`src/rtl/sub_pkg.sv`:
```
// Shared definitions for the bit-serial subtractor.
//   DEFAULT_WIDTH : default operand/result width
//   sub_state_t   : controller states (IDLE accepts, CALC shifts, DONE presents result)
package sub_pkg;

  localparam int unsigned DEFAULT_WIDTH = 4;

  typedef enum logic [1:0] {
    IDLE,
    CALC,
    DONE
  } sub_state_t;

endpackage

```
`src/rtl/full_adder_1bit.sv`:
```
// One-bit combinational full adder.
//   a, b, cin : addend bits and carry in
//   s, cout   : sum bit and carry out
module full_adder_1bit (
  input  logic a,
  input  logic b,
  input  logic cin,
  output logic s,
  output logic cout
);

  assign s    = a ^ b ^ cin;
  assign cout = (a & b) | (cin & (a ^ b));

endmodule

```
`src/rtl/serial_4bit_subtractor.sv`:
```
// Bit-serial A - B - Bin subtractor. One full adder evaluates A + ~B + ~Bin LSB first,
// one bit per clock, so a result takes WIDTH cycles after acceptance.
//   clk, reset_n          : rising-edge clock, asynchronous active-low reset
//   in_valid / in_ready   : operand handshake (A, B, Bin); ready only while idle
//   out_valid / out_ready : result handshake (D, Bout); result held until accepted
//   D                     : A - B - Bin mod 2^WIDTH
//   Bout                  : borrow out, 1 when A < B + Bin
//   busy                  : operation in flight or result pending
module serial_4bit_subtractor
  import sub_pkg::*;
#(
  parameter int unsigned WIDTH = DEFAULT_WIDTH
) (
  input  logic             clk,
  input  logic             reset_n,
  input  logic             in_valid,
  output logic             in_ready,
  input  logic [WIDTH-1:0] A,
  input  logic [WIDTH-1:0] B,
  input  logic             Bin,
  output logic             out_valid,
  input  logic             out_ready,
  output logic [WIDTH-1:0] D,
  output logic             Bout,
  output logic             busy
);

  localparam int unsigned CntW = $clog2(WIDTH);
  localparam logic [CntW-1:0] CntLast = CntW'(WIDTH - 1);

  sub_state_t      state_q, state_d;
  logic [WIDTH-1:0] a_sr_q, a_sr_d;
  logic [WIDTH-1:0] b_sr_q, b_sr_d;
  logic [WIDTH-1:0] d_sr_q, d_sr_d;
  logic             carry_q, carry_d;
  logic [CntW-1:0]  cnt_q, cnt_d;

  logic fa_s;
  logic fa_cout;

  full_adder_1bit u_fa (
    .a    (a_sr_q[0]),
    .b    (b_sr_q[0]),
    .cin  (carry_q),
    .s    (fa_s),
    .cout (fa_cout)
  );

  always_comb begin
    state_d = state_q;
    a_sr_d  = a_sr_q;
    b_sr_d  = b_sr_q;
    d_sr_d  = d_sr_q;
    carry_d = carry_q;
    cnt_d   = cnt_q;
    unique case (state_q)
      IDLE: begin
        if (in_valid) begin
          // Subtraction as A + ~B + ~Bin: invert subtrahend and borrow on entry.
          a_sr_d  = A;
          b_sr_d  = ~B;
          carry_d = ~Bin;
          cnt_d   = '0;
          d_sr_d  = '0;
          state_d = CALC;
        end
      end
      CALC: begin
        a_sr_d  = {1'b0, a_sr_q[WIDTH-1:1]};
        b_sr_d  = {1'b0, b_sr_q[WIDTH-1:1]};
        d_sr_d  = {fa_s, d_sr_q[WIDTH-1:1]};
        carry_d = fa_cout;
        cnt_d   = cnt_q + CntW'(1);
        if (cnt_q == CntLast) begin
          state_d = DONE;
        end
      end
      DONE: begin
        if (out_ready) begin
          state_d = IDLE;
        end
      end
      default: state_d = IDLE;
    endcase
  end

  always_ff @(posedge clk or negedge reset_n) begin
    if (!reset_n) begin
      state_q <= IDLE;
      a_sr_q  <= '0;
      b_sr_q  <= '0;
      d_sr_q  <= '0;
      carry_q <= 1'b0;
      cnt_q   <= '0;
    end else begin
      state_q <= state_d;
      a_sr_q  <= a_sr_d;
      b_sr_q  <= b_sr_d;
      d_sr_q  <= d_sr_d;
      carry_q <= carry_d;
      cnt_q   <= cnt_d;
    end
  end

  // Outputs decode registered state only; result is masked outside DONE so a
  // partially shifted difference or the inverted carry never leaks out.
  assign in_ready  = (state_q == IDLE);
  assign out_valid = (state_q == DONE);
  assign busy      = (state_q == CALC) || (state_q == DONE);
  assign D         = out_valid ? d_sr_q : '0;
  assign Bout      = out_valid & ~carry_q;

endmodule
```
`config.mk`:
```
export PLATFORM = sky130hd
export DESIGN_NAME = serial_4bit_subtractor
export DESIGN_NICKNAME = d
export VERILOG_FILES = /design/src/rtl/sub_pkg.sv /design/src/rtl/full_adder_1bit.sv /design/src/rtl/serial_4bit_subtractor.sv
export SDC_FILE = /design/constraint.sdc
export NUM_CORES = 1
export LEC_CHECK = 0
export CAP_MARGIN = 20
export CORE_MARGIN = 2
export CORE_UTILIZATION = 30
export CTS_CLUSTER_SIZE = 20
export DETAILED_ROUTE_END_ITERATION = 12
export HOLD_SLACK_MARGIN = 0.03
export PLACE_DENSITY = 0.58
export SLEW_MARGIN = 10
export SYNTH_ARGS = -nofsm -noshare
export SYNTH_HDL_FRONTEND = slang
export SYNTH_SLANG_ARGS = --single-unit
```
`constraint.sdc`:
```
create_clock -name clk -period 2.1 [get_ports clk]
set_input_delay 0.42 -clock clk [delete_from_list [all_inputs] [get_ports clk]]
set_output_delay 0.42 -clock clk [all_outputs]
set_load 0.01 [all_outputs]
```
==> flow_summary.json <==
{
  "synth.avg_cell_area_um2": 10.4,
  "die_w_um": 61.3,
  "drt_first_pass_iters": 4,
  "cp.required_ps": 1680,
  "hold_path.class": "in2async",
  "setup_slack_ps": 140,
  "dr.first_iter.drc_count": 21,
  "seqCellArea_um2": 425,
  "cts.path.max_buffers": 2,
  "via_count": 774,
  "vias_per_cell": 4.72,
  "slew_headroom_pct": 81.0,
  "postSynth.asyncResetShare_pct": 100,
  "cp-end-kind": "output port",
  "status": "completed",
  "cp.arrival_ps": 1540,
  "r2r_end": "state_q[1]$_DFFE_PN0P_",
  "yosysMostFrequentCell": "dfrtp_1",
  "post_layout_nonfiller_instances": 164,
  "drc": 0,
  "io_buffers": 20,
  "cap_violations": 0,
  "grt_overflow": 0,
  "crit_fanout": 3,
  "ioPinCount": 21,
  "fin_skew_ps": 1.21,
  "peakVddDrop_v": 0.000560,
  "core-area_um2": 3080,
  "yosysSeqAreaShare_pct": 43.3,
  "powerDensity_nw_per_um2": 1320,
  "cts_hold_buf": 0,
  "initial_core_util_pct": 32.0,
  "die_h_um": 61.3,
  "slew_viol_final": 0,
  "startpoint_type": "flip-flop",
  "r2r_cells": 6,
  "leakagePower_uw": 0.000665,
  "grt_start_max_net_pins": 20,
  "yosys-top-cells-area": "dfrtp_1 43%, ha_1 6.4%, inv_1 4.2%, a21oi_1 3.6%, a221oi_1 3.6%",
  "antenna_found_initial": 0,
  "hold_viol_final": 0,
  "dieArea_um2": 3750,
  "synth_commonest_cells": "17 x dfrtp_1, 11 x inv_1, 7 x a21oi_1, 7 x nand3_1",
  "synth_cell_types": 25,
  "clock_sinks": 17,
  "cts_buffers": 3,
  "final_nets": 140,
  "synth-edff-count": 0,
  "r2r_start": "state_q[1]$_DFFE_PN0P_",
  "syn_area_um2": 983,
  "dp.cells": 159,
  "hpwlAfterDp_um": 1510,
  "multi_input_area_um2": 482,
  "fillers": 317,
  "cts.root.buffer_cell": "clkbuf_4",
  "path_class": "reg2out",
  "num_rows": 20,
  "cp-startpoint": "state_q[1]$_DFFE_PN0P_",
  "synth_ff_type": "dfrtp_1",
  "syn_nets": 114,
  "rrSetupSlack_ps": 310,
  "grt.total_usage_pct": 12.8,
  "final_layout_size_suffix_gt1_share_pct": 16.7,
  "clkTransAtPathRegs_ps": 100,
  "fmax_mhz": 510,
  "setup_viol": 0,
  "grt_pass1_wl_um": 3540,
  "synth-seq-cells": 17,
  "max_slew.worst_pin.slew_ps": 284,
  "postRouteAntennaNets": 0,
  "routedWlPerCell_um": 12.9,
  "fin_crit_sh_pct": 93.3,
  "syn_to_final_growth_pct": 31.9,
  "synth_cells": 95,
  "grt_pass1_vias": 738,
  "totalWireLength_um": 2120,
  "place_ws_ps": 157,
  "finalSetupTns_ps": 0,
  "yosysWarnings": 0,
  "min_period_ps": 1960,
  "antenna-diode-count": 0,
  "clock_latency_ps": 290,
  "rsz0062_at_grt": "false",
  "synth_top_area_share_pct": 43.3,
  "cts_tree": "yes",
  "cts_max_level": 1,
  "crit_end": "in_ready",
  "gp_congestion": 0.695,
  "synth_largest_area_cell": "dfrtp_1"
}
## cell usage in the layout, fill, tap and decap left out, types with 5 or more instances in the layout
| cell | instances |
|---|---|
| nand3_1 | 7 |
| nand2_1 | 5 |
| inv_1 | 9 |
| dlymetal6s2s_1 | 6 |
| clkdlybuf4s50_1 | 14 |
| buf_4 | 7 |
| a21oi_1 | 7 |
| dfrtp_1 | 17 |
## cell families (layout without fill, tap and decap cells)
logic type / count (synthesis) / in the layout / synth area share [%]
mux: 3 / 3 / 3.18
flops: 17 / 17 / 43.3
compound gates: 24 / 24 / 19.5
buf+inv: 17 / 42 / 9.03
fa+ha+maj: 6 / 6 / 8.40
simple gates: 28 / 28 / 16.7
## where the power goes
| part | internal, µW | switching, µW | leakage [µW] |
|---|---|---|---|
| Combinational | 488 | 484 | 0.000438 |
| Sequential | 471 | 95.6 | 0.000213 |
| Clock | 73.9 | 105 | 0.0000150 |
| Total | 1030 | 685 | 0.000665 |
## repair_timing
item	4_1_cts	5_1_grt
endpoints found under the setup margin	6	7
gates resized for setup	3	7
hold endpoints to repair	0	0
setup buffers	1	0
## critical path: stages (launching register included)
cell and delay [ps]:
dfrtp_1 440, inv_2 100, ha_1 170, clkdlybuf4s50_1 540
## per-stage QoR
stage	util (%)	total power, µW	instance area, µm²	hold WS [ps]
floorplan	-	1260	983	124
detailed placement	40.2	1530	1240	488
global placement	40.2	1510	1240	480
global route	42.2	1890	1300	453
CTS	41.7	1750	1280	450
finish	42.2	1720	1300	449
## state kept, by name, indices dropped and copies added, names as in the netlist
name,count
d_sr_q,4
carry_q,1
cnt_q,2
state_q,2
a_sr_q,4
b_sr_q,4
## worst min path at each step
stage / from / end / cells after the start
after floorplan: reset_n / a_sr_q[0]$_DFFE_PN0P_ / 0
after global placement: a_sr_q[3]$_DFFE_PN0P_ / a_sr_q[3]$_DFFE_PN0P_ / 2
after detailed placement: a_sr_q[3]$_DFFE_PN0P_ / a_sr_q[3]$_DFFE_PN0P_ / 2
after CTS: reset_n / a_sr_q[1]$_DFFE_PN0P_ / 2
after global routing: reset_n / a_sr_q[1]$_DFFE_PN0P_ / 2
final: reset_n / a_sr_q[0]$_DFFE_PN0P_ / 2
## routing by layer
metal,global-route usage [%],vias to the layer above,share of wire [%]
li1,-,380,-
met1,17.0,371,47
met5,0,-,0
met3,3.78,2,5.0
met2,21.3,21,48
met4,1.86,0,0.52
## area by class of cell
class	instances	share of cell area, %
tap	44	4.24
clock buffer	4	2.03
timing repair buffer	27	20.6
inverter	11	3.18
multi-input combinational	61	37.1
sequential	17	32.8
Power figures use the tool's default switching activity.
